$ cat config.mk
export PLATFORM = sky130hd
export DESIGN_NAME = mem_access_ctrl
export DESIGN_NICKNAME = d
export VERILOG_FILES = /design/src/rtl/mem_access_pkg.sv /design/src/rtl/mem_ea_check.sv /design/src/rtl/mem_access_ctrl.sv
export SDC_FILE = /design/constraint.sdc
export NUM_CORES = 1
export LEC_CHECK = 0
export CORE_ASPECT_RATIO = 1.75
export CORE_MARGIN = 1.5
export CORE_UTILIZATION = 45
export DETAILED_ROUTE_END_ITERATION = 8
export PLACE_DENSITY = 0.73
export SYNTH_ARGS = -nofsm -noshare
export SYNTH_HDL_FRONTEND = slang
export SYNTH_SLANG_ARGS = --single-unit
$ cat constraint.sdc
create_clock -name clk -period 3.3 [get_ports clk]
set_input_delay 0.66 -clock clk [delete_from_list [all_inputs] [get_ports clk]]
set_output_delay 0.66 -clock clk [all_outputs]
set_load 0.01 [all_outputs]
$ cat src/rtl/mem_access_pkg.sv
// Shared constants and FSM encoding for the load/store initiator.
package mem_access_pkg;

  localparam int DEF_DATA_W = 32;
  localparam int DEF_ADDR_W = 3;
  localparam int BYTE_OFF_W = 2;

  localparam logic [2:0] ST_IDLE  = 3'd0;
  localparam logic [2:0] ST_ADDR  = 3'd1;
  localparam logic [2:0] ST_WRITE = 3'd2;
  localparam logic [2:0] ST_READ  = 3'd3;
  localparam logic [2:0] ST_RESP  = 3'd4;

  typedef enum logic [2:0] {
    IDLE  = ST_IDLE,
    ADDR  = ST_ADDR,
    WRITE = ST_WRITE,
    READ  = ST_READ,
    RESP  = ST_RESP
  } state_e;

endpackage

$ cat src/rtl/mem_ea_check.sv
// Effective-address adder plus range/alignment fault detection (combinational).
// Alignment faults are reported only when MEM_ACCESS_CTRL_ALIGN_CHECK_EN is defined.
module mem_ea_check
  import mem_access_pkg::*;
#(
  parameter int DATA_W = DEF_DATA_W,
  parameter int ADDR_W = DEF_ADDR_W
) (
  input  logic [DATA_W-1:0] op1,
  input  logic [DATA_W-1:0] op2,
  output logic [DATA_W-1:0] ea,
  output logic [ADDR_W-1:0] idx,
  output logic              range_fault,
  output logic              align_fault
);

  // Carry out of the add is dropped, so wrapped addresses can land in range.
  assign ea          = op1 + op2;
  assign idx         = ea[ADDR_W+BYTE_OFF_W-1:BYTE_OFF_W];
  assign range_fault = |ea[DATA_W-1:ADDR_W+BYTE_OFF_W];

`ifdef MEM_ACCESS_CTRL_ALIGN_CHECK_EN
  assign align_fault = |ea[BYTE_OFF_W-1:0];
`else
  assign align_fault = 1'b0;
`endif

endmodule

$ cat src/rtl/mem_access_ctrl.sv
// Single-outstanding load/store initiator for the 8-word data memory.
// Optional alignment fault: define MEM_ACCESS_CTRL_ALIGN_CHECK_EN.
module mem_access_ctrl
  import mem_access_pkg::*;
#(
  parameter int DATA_W = DEF_DATA_W,
  parameter int ADDR_W = DEF_ADDR_W,
  parameter int RD_LAT = 1
) (
  input  logic              clk,
  input  logic              rst,
  input  logic              req_valid,
  output logic              req_ready,
  input  logic              req_we,
  input  logic [DATA_W-1:0] req_op1,
  input  logic [DATA_W-1:0] req_op2,
  input  logic [DATA_W-1:0] req_wdata,
  output logic              resp_valid,
  input  logic              resp_ready,
  output logic [DATA_W-1:0] resp_rdata,
  output logic              resp_err,
  output logic [ADDR_W-1:0] mem_add,
  output logic [DATA_W-1:0] mem_data,
  output logic              mem_wr_en,
  output logic              mem_rd_en,
  input  logic [DATA_W-1:0] mem_rd_data
);

  localparam int CNT_W = (RD_LAT > 1) ? $clog2(RD_LAT) : 1;

  state_e            state, state_nxt;
  logic [DATA_W-1:0] op1_q, op2_q, wdata_q;
  logic              we_q;
  logic [ADDR_W-1:0] idx, idx_q;
  logic [CNT_W-1:0]  cnt_q;
  logic [DATA_W-1:0] ea_unused;
  logic              range_fault, align_fault, fault, acc;

  mem_ea_check #(.DATA_W(DATA_W), .ADDR_W(ADDR_W)) u_ea (
    .op1         (op1_q),
    .op2         (op2_q),
    .ea          (ea_unused),
    .idx         (idx),
    .range_fault (range_fault),
    .align_fault (align_fault)
  );

  assign fault     = range_fault | align_fault;
  assign req_ready = (state == IDLE) && !rst;
  assign acc       = req_valid && req_ready;

  // Strobes decode straight from state so a reset clears them on the next cycle.
  assign mem_wr_en  = (state == WRITE);
  assign mem_rd_en  = (state == READ);
  assign mem_add    = (mem_wr_en || mem_rd_en) ? idx_q : '0;
  assign mem_data   = mem_wr_en ? wdata_q : '0;
  assign resp_valid = (state == RESP);

  always_comb begin
    state_nxt = state;
    unique case (state)
      IDLE:    if (acc) state_nxt = ADDR;
      ADDR:    state_nxt = fault ? RESP : (we_q ? WRITE : READ);
      WRITE:   state_nxt = RESP;
      READ:    if (cnt_q == '0) state_nxt = RESP;
      RESP:    if (resp_ready) state_nxt = IDLE;
      default: state_nxt = IDLE;
    endcase
  end

  always_ff @(posedge clk) begin
    if (rst) begin
      state      <= IDLE;
      op1_q      <= '0;
      op2_q      <= '0;
      wdata_q    <= '0;
      we_q       <= 1'b0;
      idx_q      <= '0;
      cnt_q      <= '0;
      resp_rdata <= '0;
      resp_err   <= 1'b0;
    end else begin
      state <= state_nxt;
      unique case (state)
        IDLE: if (acc) begin
          op1_q   <= req_op1;
          op2_q   <= req_op2;
          wdata_q <= req_wdata;
          we_q    <= req_we;
        end
        ADDR: begin
          idx_q      <= idx;
          resp_err   <= fault;
          resp_rdata <= '0;
          cnt_q      <= CNT_W'(RD_LAT - 1);
        end
        READ: begin
          if (cnt_q == '0) resp_rdata <= mem_rd_data;
          else             cnt_q      <= cnt_q - 1'b1;
        end
        RESP: if (resp_ready) begin
          resp_rdata <= '0;
          resp_err   <= 1'b0;
        end
        default: ;
      endcase
    end
  end

endmodule

==> results.json, run 1 <==
{
  "outcome": "completed",
  "p_comb_frac": 0.178,
  "final_common_cell": "nand2_1",
  "syn-instance-count": 867,
  "cts_hold_buf": 0,
  "nNetsFinal": 1234,
  "ant_nets": 0,
  "ys_seq_area_frac": 0.382,
  "worstMarginPinSlew_ns": 0.775,
  "root_buffer": "clkbuf_16",
  "drtIter0Drc": 210,
  "core.rowCount": 60,
  "synth_flop_cell": "dfxtp_1",
  "async_reset_ff_frac": 0,
  "worstPathCellList": "ha_2 -> nand4_2 -> or3_4 -> or2_0 -> o22ai_2 -> or2_4 -> o311ai_4 -> a2111oi_4 -> nand4_2 -> or4_1 -> nand2_1",
  "grt_pass1_wl_um": 32300,
  "synth.distinct_cells": 74,
  "cts-htree-levels": 4,
  "synth-edff-count": 0,
  "track_usage": 0.239,
  "io_pins": 205,
  "diodes": 0,
  "overflow": 0,
  "ys_warn_count": 0,
  "antenna_found_initial": 0,
  "synth_area_leaders": "dfxtp_1, nand2_1, nand3b_1",
  "hold_ws_ns": 0.468,
  "relSlewSlack": 0.483,
  "drive_above_1_share": 0.111,
  "avgSynthCellArea_um2": 8.21,
  "grt_max_degree": 89,
  "crit_slowest_cell": "or4_1",
  "peakVddDrop_uv": 297,
  "powerDensity_mw_per_mm2": 444,
  "core_area_mm2": 0.0154,
  "vias_per_cell": 5.33,
  "cts_tree": "yes",
  "grt_pass1_vias": 6871,
  "fin_crit_ns": 3.14,
  "cts.path.max_buffers": 2,
  "intPower_mw": 3.22,
  "initial_core_util": 0.463,
  "drv_slew": 0,
  "worstSkewPairLatency_ns": 0.42,
  "crit_required_ns": 3.67,
  "placedCellCount": 1232,
  "critPathKind": "flop to flop",
  "die_w_um": 98.1,
  "cts.clk_slew.worst_paths_ns": 0.06,
  "switching_share": 0.284,
  "critPathMaxStageDelay_ns": 0.51,
  "wl_per_cell_um": 15.9,
  "firstDrtPassIters": 4,
  "finalInstanceArea_mm2": 0.0101,
  "switchingPower_mw": 1.28,
  "fmax_ghz": 0.319,
  "port_buffers": 204,
  "cts_made_buffers": 17,
  "hold_class": "flop to flop",
  "setup_viol": 0,
  "cpMostUsedCell": "nand4_2",
  "utilization": 0.658,
  "ys_ff_latch": 136,
  "gp_congestion": 0.951,
  "hold_viol": 0,
  "die_area_mm2": 0.0166,
  "synth_area_leader_cell": "dfxtp_1",
  "skew_ns": 0.0158,
  "area_growth_pct": 42.1,
  "routed_wl_um": 20200,
  "syn_nets": 1030,
  "start_kind": "flop",
  "p_clk_frac": 0.422,
  "route.detailed.drc": 0,
  "cap_violations": 0,
  "fin_cells": 1270,
  "p_seq_frac": 0.400,
  "dieHeight_um": 169,
  "min_period_over_period": 0.951,
  "final_cell_mix": "nand2_1, clkdlybuf4s50_1, dfxtp_1, nand3b_1, nor2_1",
  "critPathCaptureType": "flop",
  "yosysTopAreaCellShare": 0.382,
  "power.leakage_nw": 4.28,
  "place_area_mm2": 0.00935,
  "path_max_fanout": 5,
  "dr_total_vias": 6769,
  "cts_sinks": 136,
  "syn_area_mm2": 0.00712,
  "cp_data_arrival_time_ns": 3.50,
  "hpwl_um": 14300
}
-- stage by stage --
step                      TNS [ns]  total power [mW]  worst slack [ns]
final                            0              4.50             0.162
after global routing       -0.0273              4.70           -0.0273
after CTS                        0              4.50            0.0107
after detailed placement         0              2.60            0.0478
after global placement           0              2.59             0.148
after floorplan                  0              2.30             0.266
-- power by group through the flow --
stage | Sequential, mW | Clock [mW] | Combinational [mW]
after detailed placement | 1.83 | 0 | 0.765
after global placement | 1.83 | 0 | 0.764
after CTS | 1.79 | 1.93 | 0.772
after global routing | 1.81 | 2.01 | 0.882
after floorplan | 1.82 | 0 | 0.483
final | 1.80 | 1.90 | 0.800
-- Yosys cell counts (all sizes together), types with 5 or more instances --
| library cell | instances |
|---|---|
| mux2i | 8 |
| or3 | 6 |
| buf | 14 |
| nand4 | 10 |
| a21oi | 27 |
| and3 | 5 |
| nand3b | 98 |
| a21o | 5 |
| inv | 10 |
| ha | 30 |
| nor3 | 5 |
| nand3 | 6 |
| nor4 | 5 |
| and2 | 42 |
| o21ai | 26 |
| nor2b | 6 |
| xnor2 | 6 |
| a22oi | 32 |
| o211ai | 6 |
| dfxtp | 136 |
| nor2 | 51 |
| xor2 | 5 |
| clkbuf | 42 |
| nand2b | 6 |
| nand2 | 226 |
-- per-layer routing --
metal	GRT usage	up-vias	share of wire
met3	0.0684	36	0.053
li1	-	3401	-
met4	0.104	0	0.026
met2	0.450	165	0.54
met5	0	-	0
met1	0.241	3167	0.38
-- state kept, by name, summed over array words and instances (netlist names) --
name	cells
state	3
resp_rdata	32
op1_q	32
resp_err	1
we_q	1
op2_q	32
idx_q	3
wdata_q	32
-- layout make-up --
cell class | count | area (µm²)
clock buffer | 17 | 425
clock inverter | 15 | 158
fill | 1306 | 5270
inverter | 10 | 37.5
multi-input combinational | 665 | 4200
sequential | 136 | 2720
tap | 186 | 233
timing repair buffer | 241 | 2340
-- what timing repair did --
| action | in CTS | in global routing |
|---|---|---|
| gates resized for setup | 0 | 32 |
| endpoints found under the setup margin | 0 | 3 |
| buffers inserted | 0 | 6 |
-- cells by family (layout without fill, tap and decap cells) --
kind of cell,Yosys count,after routing,synth area share
and+or+nand+nor,478,478,0.343
AOI/OAI and AO/OA,137,137,0.147
DFF,136,136,0.382
buffers and inverters,66,283,0.0483
adders and majority gates,30,30,0.0527
xor gates and xnor gates,11,11,0.0135
muxes,9,9,0.0128
-- worst paths after layout --
check                                        startpoint                       to  slack [ns]  cells after the start
worst max-delay path             op2_q[15]$_SDFFE_PP0P_    state[0]$_SDFFE_PP0P_        0.16                     11
worst min-delay path            wdata_q[1]$_SDFFE_PP0P_  wdata_q[1]$_SDFFE_PP0P_        0.47                      2
worst max register to register   op2_q[15]$_SDFFE_PP0P_    state[0]$_SDFFE_PP0P_        0.16                     11
worst min register to register  wdata_q[1]$_SDFFE_PP0P_  wdata_q[1]$_SDFFE_PP0P_        0.47                      2
-- worst max-delay path: cells and delay by family (launching register included) --
kind	cells	cell delay, ns
AOI/OAI and AO/OA	3	0.63
adders and majority gates	1	0.38
DFF	1	0.32
and+or+nand+nor	7	1.76
(Power assumes the default switching activity.)
==> run 2: changes to the inputs <==
Settings changed: ABC_AREA from default to 1, CORE_UTILIZATION 45 to 49, PLACE_DENSITY 0.73 to 0.78.
==> run 2 against run 1 <==
Against the previous run: die area shrank 2.1%; cell count grew 26%; final area grew 2.6%; power grew 9.7%; clock-buffer cell count grew 1; hold slack gained 0.0044 ns; clock power is essentially flat; combinational power grew 44%; first-iteration DRC count grew 65%; sequential power grew 4%; non-clock buffer count shrank 24; flip-flop and latch count is the same; critical endpoint is now mem_data[16].
==> results.json, run 2 <==
{
  "outcome": "completed",
  "wl_per_cell_um": 13.5,
  "drtIter0Drc": 347,
  "crit_buf_inv": 5,
  "synth-edff-count": 0,
  "io_pins": 205,
  "worstSkewPairLatency_ns": 0.42,
  "powerDensity_mw_per_mm2": 475,
  "cts_made_buffers": 17,
  "route.detailed.drc": 0,
  "final_cell_mix": "nand2_1, clkdlybuf4s50_1, inv_1, dfxtp_1, nor2_1",
  "grt_max_degree": 80,
  "area_growth_pct": 36.8,
  "crit_slowest_cell": "clkdlybuf4s50_1",
  "cts_tree": "yes",
  "fmax_ghz": 0.336,
  "port_buffers": 204,
  "synth.distinct_cells": 27,
  "cp_data_arrival_time_ns": 2.31,
  "ant_nets": 0,
  "power.leakage_nw": 4.63,
  "peakVddDrop_uv": 336,
  "cts.clk_slew.worst_paths_ns": 0.06,
  "ctsResizeCount": 0,
  "grt_pass1_vias": 7800,
  "cts.path.max_buffers": 2,
  "cts_hold_buf": 0,
  "syn-instance-count": 1217,
  "diodes": 0,
  "start_kind": "flop",
  "cts-htree-levels": 4,
  "place_worst_setup_slack_ns": 0.739,
  "nFillCells": 1372,
  "async_reset_ff_frac": 0,
  "die_area_mm2": 0.0163,
  "hpwl_um": 16700,
  "syn_area_mm2": 0.00759,
  "worstPathCellList": "inv_1 -> nor2_1 -> inv_1 -> nor2_1 -> inv_1 -> buf_4 -> nor2_1 -> clkdlybuf4s50_1",
  "fin_ws_ns": 0.326,
  "track_usage": 0.273,
  "synthAdderAreaFrac": 0.0495,
  "hold_class": "flop to flop",
  "synthSimpleGateAreaFrac": 0.350,
  "grt_pass1_wl_um": 36500,
  "dieHeight_um": 168,
  "setup_viol": 0,
  "rsz0062_at_grt": "false",
  "initial_core_util": 0.498,
  "drv_slew": 0,
  "antenna_found_initial": 0,
  "synth_area_leader_cell": "dfxtp_1",
  "cts_sinks": 136,
  "min_period_over_period": 0.901,
  "path_max_fanout": 24,
  "synthXorXnorAreaFrac": 0.00462,
  "firstDrtPassIters": 6,
  "ys_warn_count": 0,
  "ys_seq_area_frac": 0.359,
  "synth_flop_cell": "dfxtp_1",
  "worstMarginPinSlew_ns": 0.734,
  "cts_setup_buffers": 0,
  "nNetsFinal": 1568,
  "die_w_um": 97.1,
  "avgSynthCellArea_um2": 6.24,
  "cap_violations": 0,
  "routed_wl_um": 21700,
  "setup-tns-final_ns": 0,
  "relSlewSlack": 0.509,
  "core_area_mm2": 0.0152,
  "critPathMaxStageDelay_ns": 0.55,
  "crit_required_ns": 2.64,
  "root_buffer": "clkbuf_16",
  "hold_viol": 0,
  "ys_ff_latch": 136,
  "critPathKind": "flop to output port",
  "post-synth-top-count-cell": "nand2_1",
  "core.rowCount": 60,
  "synth_top_family_by_area": "simple AND/OR/NAND/NOR gates",
  "gp_congestion": 0.994,
  "multi_input_area_mm2": 0.00398,
  "critPathCaptureType": "output port",
  "synth_common_cells": "nand2_1, inv_1, dfxtp_1",
  "synth_area_leaders": "dfxtp_1, nand2_1, inv_1",
  "overflow": 0,
  "regArea_mm2": 0.00272,
  "dr_total_vias": 8060,
  "vias_per_cell": 5.02,
  "utilization": 0.681,
  "yosysTopAreaCellShare": 0.359,
  "fin_crit_ns": 2.97,
  "synth_compound_gate_area_share": 0.120,
  "syn_nets": 1380,
  "synth_mux_area_frac": 0,
  "cp_top_family": "buffers and inverters",
  "final_common_cell": "nand2_1",
  "skew_ns": 0.0140,
  "drive_above_1_share": 0.0592
}
[run 2: per-layer routing]
| metal | part of all wire | global-route usage |
|---|---|---|
| met5 | 0 | 0 |
| met4 | 0.054 | 0.162 |
| met3 | 0.051 | 0.0547 |
| met2 | 0.51 | 0.492 |
| met1 | 0.39 | 0.292 |
[run 2: path summary, 6_finish.rpt]
| kind | from | to | slack [ns] | cells past startpoint |
|---|---|---|---|---|
| worst max-delay path | state[1]$_SDFFE_PP0P_ | mem_data[16] | 0.33 | 8 |
| worst max register to register | op1_q[24]$_SDFFE_PP0P_ | state[2]$_SDFFE_PP0P_ | 0.73 | 14 |
| worst min register to register | wdata_q[7]$_SDFFE_PP0P_ | wdata_q[7]$_SDFFE_PP0P_ | 0.47 | 2 |
| worst min-delay path | wdata_q[7]$_SDFFE_PP0P_ | wdata_q[7]$_SDFFE_PP0P_ | 0.47 | 2 |
[run 2: power breakdown]
part	internal [mW]	total (mW)	switching, mW
Combinational	0.467	1.15	0.681
Clock	1.09	1.90	0.813
Sequential	1.81	1.88	0.0754
[run 2: cell families (layout without fill, tap and decap cells)]
logic type               Yosys count  count (layout)
AND/OR/NAND/NOR                  649             649
AO/OA/AOI/OAI                    164             164
flip-flops                       136             136
adder cells (fa/ha/maj)           30              30
XOR/XNOR                           4               4
buffers and inverters            234             435
[run 2: tightest hold or removal path: stages (launching register included)]
cell and delay (ns):
dfxtp_1 0.30, inv_1 0.06, o31ai_1 0.07
[run 2: final cells by class]
class | count | share of cell area
Clock buffer | 18 | 0.0423
Clock inverter | 14 | 0.0145
Inverter | 186 | 0.0672
Multi-Input combinational cell | 847 | 0.383
Sequential cell | 136 | 0.262
Tap cell | 186 | 0.0224
Timing Repair Buffer | 217 | 0.208
[run 2: per-stage QoR]
stage / instance area, µm² / hold slack, ns / std cells / total power, mW
after floorplan: 7590 / 0.446 / 1217 / 2.65
after global placement: 9800 / 0.459 / 1572 / 3.04
after detailed placement: 9800 / 0.457 / 1572 / 3.06
after CTS: 10400 / 0.473 / 1604 / 4.96
after global routing: 10400 / 0.490 / 1604 / 5.22
final: 10400 / 0.472 / 1604 / 4.93
==> run 3: changes to the inputs <==
Settings changed: ABC_AREA 1 to default, CORE_UTILIZATION 49 to 48.
==> run 3 against run 2 <==
Against the previous run: global-route usage shrank 1.2 points; largest power group unchanged; highest routed layer unchanged; clock-buffer cell count down 1; register-to-register slack worse by 0.64 ns; first-iteration DRC count down 21%; clock skew fell by 0.0038 ns; sequential share of layout area increased by 0.80 points; critical path depth is 5 higher; flip-flop and latch count unchanged; combinational power is 30% lower.
==> results.json, run 3 (same netlist as run 1, synthesis figures left out) <==
{
  "overflow": 0,
  "cts_sinks": 136,
  "fin_crit_ns": 3.21,
  "die_w_um": 95.1,
  "path_max_fanout": 6,
  "peakVddDrop_uv": 284,
  "setup_viol": 0,
  "nFillCells": 1172,
  "gp_congestion": 0.909,
  "min_period_over_period": 0.973,
  "wl_per_cell_um": 16.0,
  "setup-tns-final_ns": 0,
  "outcome": "completed",
  "cap_violations": 0,
  "track_usage": 0.262,
  "switching_share": 0.289,
  "hpwl_um": 14600,
  "grt_busiest_layer": "met2",
  "intPower_mw": 3.14,
  "cpMostUsedCell": "buf_4",
  "core_area_mm2": 0.0144,
  "critPathKind": "flop to flop",
  "cp_top_family": "simple AND/OR/NAND/NOR gates",
  "initial_core_util": 0.493,
  "p_comb_frac": 0.182,
  "area_growth_pct": 41.5,
  "use_met3": 0.0718,
  "worstPathCellList": "ha_1 -> a21oi_2 -> buf_4 -> or3_1 -> o21ai_0 -> a221oi_1 -> buf_4 -> o2111ai_1 -> nor4_1 -> and3_2 -> nand4_2 -> or4_1 -> nand2_1",
  "power.leakage_nw": 4.28,
  "crit_slowest_cell": "or4_1",
  "io_pins": 205,
  "relSlewSlack": 0.491,
  "diodes": 0,
  "multi_input_area_mm2": 0.00421,
  "crit_buf_inv": 2,
  "drive_above_1_share": 0.111,
  "final_common_cell": "nand2_1",
  "cts.path.max_buffers": 2,
  "hold_viol": 0,
  "grtUsageMet1": 0.262,
  "final_cell_mix": "nand2_1, clkdlybuf4s50_1, dfxtp_1, nand3b_1, nor2_1",
  "utilization": 0.698,
  "port_buffers": 204,
  "ant_nets": 0,
  "powerDensity_mw_per_mm2": 438,
  "route.detailed.drc": 0,
  "grt_pass1_vias": 6904,
  "antenna_found_initial": 0,
  "start_kind": "flop",
  "root_buffer": "clkbuf_16",
  "crit_required_ns": 3.65,
  "ff2ff_setup_slack_ns": 0.09,
  "core.rowCount": 58,
  "firstDrtPassIters": 5,
  "worstMarginPinSlew_ns": 0.761,
  "fmax_ghz": 0.311,
  "drtIter0Drc": 273,
  "skew_ns": 0.0101,
  "hold_class": "flop to flop",
  "grt_pass1_wl_um": 31900,
  "switchingPower_mw": 1.27,
  "cts-htree-levels": 4,
  "p_seq_frac": 0.408,
  "drv_slew": 0,
  "cp_data_arrival_time_ns": 3.57,
  "routed_wl_um": 20200,
  "nNetsFinal": 1233,
  "met2_usage": 0.475,
  "cts.clk_slew.worst_paths_ns": 0.07,
  "cts_made_buffers": 17,
  "cts_hold_buf": 0,
  "grt_max_degree": 84,
  "die_area_mm2": 0.0156,
  "critPathMaxStageDelay_ns": 0.51,
  "vias_per_cell": 5.38,
  "dieHeight_um": 164,
  "cts_tree": "yes",
  "worstSkewPairLatency_ns": 0.42,
  "dr_total_vias": 6795,
  "p_clk_frac": 0.410,
  "regArea_mm2": 0.00272,
  "critPathCaptureType": "flop"
}
## run 3: timing repair
action	in CTS	in global routing
buffers inserted	0	4
resized for setup	0	32
endpoints found under the setup margin	0	3
## run 3: worst reg2reg max path, delay by kind of cell (launching register included)
family,cells,cell delay [ns]
simple gates,6,1.36
compound gates,4,0.75
fa+ha+maj,1,0.38
buf+inv,2,0.34
flops,1,0.32
## run 3: worst paths after layout
kind                                 start                        to  depth (start not counted)
setup / recovery    op1_q[19]$_SDFFE_PP0P_     state[0]$_SDFFE_PP0P_                         13
hold / removal    wdata_q[13]$_SDFFE_PP0P_  wdata_q[13]$_SDFFE_PP0P_                          2
setup reg to reg    op1_q[19]$_SDFFE_PP0P_     state[0]$_SDFFE_PP0P_                         13
hold reg to reg   wdata_q[13]$_SDFFE_PP0P_  wdata_q[13]$_SDFFE_PP0P_                          2
## run 3: layout make-up
class,count,area share
inverters,10,0.00372
well taps,180,0.0223
repair buffers,240,0.230
clock inverters,15,0.0132
clock buffers,17,0.0422
multi-input cells,665,0.418
flip-flops and latches,136,0.270
## run 3: layer usage
layer  vias up  share of wire
met3        55          0.047
li1       3405              -
met5         -              0
met1      3155           0.37
met2       180           0.54
met4         0          0.043
## run 3: through the flow
step | setup WS (ns) | power, mW | hold WS [ns] | cells | area (µm²)
after global placement | 0.143 | 2.59 | 0.456 | 1227 | 9340
after CTS | 0.0209 | 4.42 | 0.471 | 1259 | 9900
after detailed placement | 0.0692 | 2.59 | 0.459 | 1227 | 9340
final | 0.0885 | 4.41 | 0.471 | 1263 | 10100
after global routing | -0.0255 | 4.62 | 0.493 | 1263 | 10100
after floorplan | 0.266 | 2.30 | 0.444 | 867 | 7120
## run 3: power groups by stage
stage | Clock, mW | Combinational, mW | Sequential (mW)
floorplan | 0 | 0.483 | 1.82
finish | 1.81 | 0.802 | 1.80
global placement | 0 | 0.760 | 1.83
CTS | 1.85 | 0.772 | 1.80
detailed placement | 0 | 0.764 | 1.83
global route | 1.93 | 0.879 | 1.81
